$ cat config.mk
export PLATFORM = sky130hd
export DESIGN_NAME = av2_recon_mem_arbiter_flat
export DESIGN_NICKNAME = d
export VERILOG_FILES = /design/src/rtl/av2_recon_mem_arbiter_if.sv /design/src/rtl/av2_recon_mem_arbiter.sv /design/src/flat_wrapper.sv
export SDC_FILE = /design/constraint.sdc
export NUM_CORES = 1
export LEC_CHECK = 0
export CAP_MARGIN = 20
export CORE_ASPECT_RATIO = 1.5
export CORE_MARGIN = 10
export CORE_UTILIZATION = 29
export CTS_CLUSTER_SIZE = 30
export DETAILED_ROUTE_END_ITERATION = 16
export PLACE_DENSITY_LB_ADDON = 0.2
export SETUP_SLACK_MARGIN = 0.1
export SLEW_MARGIN = 10
export SYNTH_ARGS = -nofsm -noshare
export SYNTH_HDL_FRONTEND = slang
export SYNTH_SLANG_ARGS = --single-unit
$ cat constraint.sdc
create_clock -name clk -period 2.7 [get_ports clk]
set_input_delay 0.675 -clock clk [delete_from_list [all_inputs] [get_ports clk]]
set_output_delay 0.675 -clock clk [all_outputs]
set_load 0.01 [all_outputs]
$ cat src/rtl/av2_recon_mem_arbiter_if.sv
// Bus between the three reconstruction-memory requesters, the arbiter and the
// single-port frame SRAM.
interface av2_recon_mem_arbiter_if #(
  parameter int ADDR_W = 14,
  parameter int DATA_W = 10
);
  logic [2:0]          req_valid;
  logic [2:0]          req_we;
  logic [3*ADDR_W-1:0] req_addr;
  logic [11:0]         req_len;
  logic [3*DATA_W-1:0] req_wdata;
  logic [2:0]          req_grant;
  logic [2:0]          beat_ack;
  logic [2:0]          rd_valid;
  logic [DATA_W-1:0]   rd_data;
  logic                mem_en;
  logic                mem_we;
  logic [ADDR_W-1:0]   mem_addr;
  logic [DATA_W-1:0]   mem_wdata;
  logic [DATA_W-1:0]   mem_rdata;
  logic                busy;
  logic [1:0]          grant_id;

  // Arbiter side: consumes requests and read data, drives grants and SRAM controls
  modport slave (
    input  req_valid, req_we, req_addr, req_len, req_wdata, mem_rdata,
    output req_grant, beat_ack, rd_valid, rd_data,
    output mem_en, mem_we, mem_addr, mem_wdata, busy, grant_id
  );

  // Requester/memory side as seen from the environment
  modport master (
    output req_valid, req_we, req_addr, req_len, req_wdata, mem_rdata,
    input  req_grant, beat_ack, rd_valid, rd_data,
    input  mem_en, mem_we, mem_addr, mem_wdata, busy, grant_id
  );
endinterface

$ cat src/rtl/av2_recon_mem_arbiter.sv
// Round-robin burst arbiter for the reconstruction frame SRAM. Three
// requesters (recon store, neighbour fetch, output drain) share one
// registered single-port memory; a winning burst runs to completion.
module av2_recon_mem_arbiter #(
  parameter int ADDR_W = 14,
  parameter int DATA_W = 10
) (
  input logic                  clk,
  input logic                  rst_n,
  av2_recon_mem_arbiter_if.slave bus
);

  typedef enum logic {IDLE, BURST} state_t;

  state_t            state, state_d;
  logic [1:0]        last, last_d, grant_id_d;
  logic              lat_we, lat_we_d;
  logic [ADDR_W-1:0] base, base_d;
  logic [3:0]        len, len_d;
  logic [4:0]        cnt, cnt_d;
  logic [2:0]        req_grant_d, beat_ack_d;
  logic              mem_en_d, mem_we_d, busy_d;
  logic [ADDR_W-1:0] mem_addr_d;
  logic [DATA_W-1:0] mem_wdata_d;
  logic              rd_pend;
  logic [1:0]        rd_id;

  logic [ADDR_W-1:0] addr_a  [3];
  logic [DATA_W-1:0] wdata_a [3];
  logic [3:0]        len_a   [3];
  logic [1:0]        cand1, cand2, winner;

  for (genvar i = 0; i < 3; i++) begin : g_split
    assign addr_a[i]  = bus.req_addr[i*ADDR_W +: ADDR_W];
    assign wdata_a[i] = bus.req_wdata[i*DATA_W +: DATA_W];
    assign len_a[i]   = bus.req_len[i*4 +: 4];
  end

  function automatic logic [1:0] rr_next(input logic [1:0] id);
    return (id == 2'd2) ? 2'd0 : id + 2'd1;
  endfunction

  // Search order starts just after the previous winner and ends on it
  assign cand1  = rr_next(last);
  assign cand2  = rr_next(cand1);
  assign winner = bus.req_valid[cand1] ? cand1 :
                  bus.req_valid[cand2] ? cand2 : last;

  // Next-state logic: pick a winner in IDLE, walk the burst beats in BURST
  always_comb begin
    state_d     = state;
    last_d      = last;
    grant_id_d  = bus.grant_id;
    lat_we_d    = lat_we;
    base_d      = base;
    len_d       = len;
    cnt_d       = cnt;
    busy_d      = bus.busy;
    req_grant_d = 3'b000;
    beat_ack_d  = 3'b000;
    mem_en_d    = 1'b0;
    mem_we_d    = 1'b0;
    mem_addr_d  = '0;
    mem_wdata_d = '0;
    case (state)
      IDLE: begin
        if (|bus.req_valid) begin
          state_d             = BURST;
          last_d              = winner;
          grant_id_d          = winner;
          lat_we_d            = bus.req_we[winner];
          base_d              = addr_a[winner];
          len_d               = len_a[winner];
          cnt_d               = 5'd1;
          busy_d              = 1'b1;
          req_grant_d[winner] = 1'b1;
          beat_ack_d[winner]  = 1'b1;
          mem_en_d            = 1'b1;
          mem_we_d            = bus.req_we[winner];
          mem_addr_d          = addr_a[winner];
          mem_wdata_d         = wdata_a[winner];
        end
      end
      BURST: begin
        if (cnt == {1'b0, len} + 5'd1) begin
          state_d = IDLE;
          busy_d  = 1'b0;
          cnt_d   = 5'd0;
        end else begin
          cnt_d                    = cnt + 5'd1;
          beat_ack_d[bus.grant_id] = 1'b1;
          mem_en_d                 = 1'b1;
          mem_we_d                 = lat_we;
          mem_addr_d               = base + ADDR_W'(cnt);
          mem_wdata_d              = wdata_a[bus.grant_id];
        end
      end
      default: state_d = IDLE;
    endcase
  end

  // State and output registers, plus the two-stage read-return pipeline
  always_ff @(posedge clk or negedge rst_n) begin
    if (!rst_n) begin
      state         <= IDLE;
      last          <= 2'd2;
      lat_we        <= 1'b0;
      base          <= '0;
      len           <= '0;
      cnt           <= '0;
      rd_pend       <= 1'b0;
      rd_id         <= 2'd0;
      bus.grant_id  <= 2'd0;
      bus.busy      <= 1'b0;
      bus.req_grant <= 3'b000;
      bus.beat_ack  <= 3'b000;
      bus.mem_en    <= 1'b0;
      bus.mem_we    <= 1'b0;
      bus.mem_addr  <= '0;
      bus.mem_wdata <= '0;
      bus.rd_valid  <= 3'b000;
      bus.rd_data   <= '0;
    end else begin
      state         <= state_d;
      last          <= last_d;
      lat_we        <= lat_we_d;
      base          <= base_d;
      len           <= len_d;
      cnt           <= cnt_d;
      bus.grant_id  <= grant_id_d;
      bus.busy      <= busy_d;
      bus.req_grant <= req_grant_d;
      bus.beat_ack  <= beat_ack_d;
      bus.mem_en    <= mem_en_d;
      bus.mem_we    <= mem_we_d;
      bus.mem_addr  <= mem_addr_d;
      bus.mem_wdata <= mem_wdata_d;
      rd_pend       <= bus.mem_en & ~bus.mem_we;
      rd_id         <= bus.grant_id;
      bus.rd_valid  <= rd_pend ? (3'b001 << rd_id) : 3'b000;
      if (rd_pend) bus.rd_data <= bus.mem_rdata;
    end
  end

endmodule

$ cat src/flat_wrapper.sv
// flat-port wrapper written by rule: the top's interface ports become plain ports
module av2_recon_mem_arbiter_flat 
#(
  parameter int ADDR_W = 14,
  parameter int DATA_W = 10
)
  (clk, rst_n, bus_req_valid, bus_req_we, bus_req_addr, bus_req_len, bus_req_wdata, bus_mem_rdata, bus_req_grant, bus_beat_ack, bus_rd_valid, bus_rd_data, bus_mem_en, bus_mem_we, bus_mem_addr, bus_mem_wdata, bus_busy, bus_grant_id);
  av2_recon_mem_arbiter_if #(.ADDR_W(ADDR_W), .DATA_W(DATA_W)) bus_i ();
  input logic clk;
  input logic rst_n;
  input wire logic [$bits(bus_i.req_valid)-1:0] bus_req_valid;
  input wire logic [$bits(bus_i.req_we)-1:0] bus_req_we;
  input wire logic [$bits(bus_i.req_addr)-1:0] bus_req_addr;
  input wire logic [$bits(bus_i.req_len)-1:0] bus_req_len;
  input wire logic [$bits(bus_i.req_wdata)-1:0] bus_req_wdata;
  input wire logic [$bits(bus_i.mem_rdata)-1:0] bus_mem_rdata;
  output wire logic [$bits(bus_i.req_grant)-1:0] bus_req_grant;
  output wire logic [$bits(bus_i.beat_ack)-1:0] bus_beat_ack;
  output wire logic [$bits(bus_i.rd_valid)-1:0] bus_rd_valid;
  output wire logic [$bits(bus_i.rd_data)-1:0] bus_rd_data;
  output wire logic [$bits(bus_i.mem_en)-1:0] bus_mem_en;
  output wire logic [$bits(bus_i.mem_we)-1:0] bus_mem_we;
  output wire logic [$bits(bus_i.mem_addr)-1:0] bus_mem_addr;
  output wire logic [$bits(bus_i.mem_wdata)-1:0] bus_mem_wdata;
  output wire logic [$bits(bus_i.busy)-1:0] bus_busy;
  output wire logic [$bits(bus_i.grant_id)-1:0] bus_grant_id;
  assign bus_i.req_valid = bus_req_valid;
  assign bus_i.req_we = bus_req_we;
  assign bus_i.req_addr = bus_req_addr;
  assign bus_i.req_len = bus_req_len;
  assign bus_i.req_wdata = bus_req_wdata;
  assign bus_i.mem_rdata = bus_mem_rdata;
  assign bus_req_grant = bus_i.req_grant;
  assign bus_beat_ack = bus_i.beat_ack;
  assign bus_rd_valid = bus_i.rd_valid;
  assign bus_rd_data = bus_i.rd_data;
  assign bus_mem_en = bus_i.mem_en;
  assign bus_mem_we = bus_i.mem_we;
  assign bus_mem_addr = bus_i.mem_addr;
  assign bus_mem_wdata = bus_i.mem_wdata;
  assign bus_busy = bus_i.busy;
  assign bus_grant_id = bus_i.grant_id;
  av2_recon_mem_arbiter #(.ADDR_W(ADDR_W), .DATA_W(DATA_W)) u_core (.clk(clk), .rst_n(rst_n), .bus(bus_i));
endmodule
==> out/metrics.yaml, run 1 <==
fin_skew_ns: 0.00526
wl_per_cell_um: 19.4
via_count: 3522
cts_hold_buf: 0
status: "complete, no violations"
layout_setup_ws_ns: 0.376
ir_worst_vdd_uv: 412
worstPathArrival_ns: 1.65
min_period_over_period: 0.861
grt_pass1_wl_um: 21000
root_buffer: "clkbuf_16"
grt_pass1_vias: 3803
clock_latency_ns: 0.34
p_leak_nw: 2.61
grtUsageTotal: 0.142
cts-htree-levels: 3
max_clock_freq_mhz: 430
tritoncts.num_buffers: 9
regArea_mm2: 0.00190
holdCritPathClass: "primary input to async pin"
synthFlopType: "dfrtp_1"
yosysWarnings: 0
rsz0062_at_grt: "no"
remaining_drc_errors: 0
antenna_found_initial: 0
diodes: 0
die-area_mm2: 0.0189
dp_hpwl_um: 10100
crit_chain: "clkdlybuf4s50_1"
core_area_mm2: 0.0135
relSlewSlack: 0.481
tns_ns: 0
avgSynthCellArea_um2: 10.5
yosysUniqueCellTypes: 51
initial_utilization: 0.296
drt-pass1-iter-count: 4
syn_area_mm2: 0.00399
power.density_mw_per_mm2: 1110
clockBufferDepth: 2
area_delta_synth_final_pct: 50.6
nFillCells: 1278
cp_top_family: "flip-flops"
drt_iter0_drc: 159
io_pins: 150
wl_um: 13500
final_max_slew_viol_count: 0
synth_edf_count: 0
cap_violations: 0
drive_gt1_frac: 0.0996
ant_nets: 0
cts_tree: "built"
synthCells: 380
worst_pin_slew_ns: 0.776
crit_path_end_kind: "output pin"
finalSetupViolations: 0
critPathMaxStageDelay_ns: 0.66
cp_slowest_cell: "dfrtp_1"
crit_path_max_fanout: 16
ys_ff_latch: 76
grt_max_degree: 40
cts.clk_slew.worst_paths_ns: 0.06
row_count: 52
async_reset_ff_frac: 1.00
hold_viol: 0
port_buffers: 149
worstSetupStartpointType: "flip-flop"
layout.nets: 637
multi_input_area_mm2: 0.00192
cp.buffers_inverters: 1
pre_cts_ws_ns: 0.161
grt-ovfl-total: 0
post-cts-setup-buffers: 0
yosysSeqAreaShare: 0.477
critPathKind: "flip-flop to output pin"
die_height_um: 164
required_ns: 2.03
vias_per_cell: 5.07
clock-sinks: 76
timing.final.crit_period_ns: 2.32
syn-num-nets: 490
gp_congestion: 0.790
cts_resized: 0
die_w_um: 116
-- layer usage --
layer | GRT usage | up-vias | part of all wire
li1 | - | 1672 | -
met1 | 0.158 | 1717 | 0.39
met2 | 0.253 | 117 | 0.53
met3 | 0.0323 | 16 | 0.056
met4 | 0.0582 | 0 | 0.021
met5 | 0 | - | 0
-- report_power, final --
part / internal (W) / total, W / switching, W
Sequential: 0.00169 / 0.00210 / 0.000414
Combinational: 0.00177 / 0.00335 / 0.00158
Clock: 0.000730 / 0.00124 / 0.000512
-- final timing paths --
| check | from | end | slack, ns | cells past startpoint |
|---|---|---|---|---|
| hold reg to reg | u_core.rd_id[0]$_DFF_PN0_ | u_core.bus.rd_valid[0]$_DFF_PN0_ | 0.44 | 1 |
| max in group asynchronous | rst_n | u_core.bus.rd_data[4]$_DFFE_PN0P_ | 1.78 | 2 |
| setup / recovery | u_core.bus.mem_en$_DFF_PN0_ | bus_mem_en | 0.38 | 1 |
| hold / removal | rst_n | u_core.lat_we$_DFFE_PN0P_ | 0.32 | 1 |
| setup reg to reg | u_core.len[0]$_DFFE_PN0P_ | u_core.bus.mem_addr[5]$_DFF_PN0_ | 0.51 | 6 |
| min in group clk | u_core.rd_id[0]$_DFF_PN0_ | u_core.bus.rd_valid[0]$_DFF_PN0_ | 0.44 | 1 |
-- Yosys cell counts (3+ instances only) --
cell type	instances	area, um2
dfrtp_1	75	1880
o221ai_1	19	166
a21o_2	5	43.8
xor2_1	10	87.6
clkbuf_1	16	60.1
mux2_2	11	124
o211ai_1	5	37.5
o21a_1	3	22.5
a21o_1	6	45.0
xnor2_1	6	52.6
mux2i_1	39	390
a211oi_1	3	22.5
o21ai_0	24	120
nand2_1	41	154
nor3b_1	6	45.0
ha_1	7	87.6
inv_1	12	45.0
buf_2	6	30.0
a22oi_1	5	37.5
nor2_1	21	78.8
a221o_1	3	30.0
nand3_1	4	20.0
a21oi_1	14	70.1
a2bb2oi_1	4	35.0
-- state kept, by name, summed over array words and instances (netlist names), 2 cells and up --
| name | count |
|---|---|
| u_core.base | 14 |
| u_core.bus.beat_ack | 3 |
| u_core.bus.mem_addr | 14 |
| u_core.bus.mem_wdata | 10 |
| u_core.bus.rd_data | 10 |
| u_core.bus.rd_valid | 3 |
| u_core.bus.req_grant | 3 |
| u_core.cnt | 5 |
| u_core.last | 2 |
| u_core.len | 4 |
| u_core.rd_id | 2 |
-- layout by cell type (no fill, tap or decap), types with 3 or more instances in the layout --
cell type        count
inv_1               12
nand3_1              4
a21o_1               6
buf_12               3
a2bb2oi_1            4
clkdlybuf4s50_1    148
clkbuf_16            9
ha_1                 7
nor2_1              21
o21a_1               3
a211oi_1             3
xnor2_1              6
dfrtp_1             75
buf_4               11
o221ai_1            19
a221o_1              3
nor3b_1              6
o21ai_0             24
a22oi_1              5
o211ai_1             5
mux2_2              11
xor2_1              10
a21o_2               5
a21oi_1             14
mux2i_1             39
nand2_1             41
-- metrics by stage --
step / instance area [um2] / utilization / hold WS [ns] / power, W / cells
2_1_floorplan: 3990 / - / 0.370 / 0.00403 / 380
3_3_place_gp: 5700 / 0.423 / 0.426 / 0.00545 / 678
3_5_place_dp: 5700 / 0.423 / 0.431 / 0.00551 / 678
4_1_cts: 6010 / 0.446 / 0.330 / 0.00679 / 694
5_1_grt: 6010 / 0.446 / 0.356 / 0.00717 / 694
6_report: 6010 / 0.446 / 0.320 / 0.00669 / 694
-- layout make-up --
type                    count  share of cell area
clock inverters             7              0.0137
inverters                  12             0.00750
clock buffers               9              0.0375
flip-flops and latches     76               0.317
multi-input cells         266               0.320
repair buffers            162               0.270
well taps                 162              0.0337
-- cells by family (layout without fill, tap and decap cells) --
logic type | after synthesis | in the layout | share of synthesized area
muxes | 50 | 50 | 0.129
AOI/OAI and AO/OA | 103 | 103 | 0.187
and+or+nand+nor | 89 | 89 | 0.105
xor gates and xnor gates | 16 | 16 | 0.0351
DFF | 76 | 76 | 0.477
adders and majority gates | 8 | 8 | 0.0270
buffers and inverters | 38 | 190 | 0.0405
Power figures use the tool's default switching activity.
==> run 2, diff against run 1 <==
Settings changed: CTS_CLUSTER_SIZE 30 to 8, SLEW_MARGIN 10 to 20.
==> results of run 2 <==
Same layout as run 1: the final DEF is identical, and so are final timing and power.
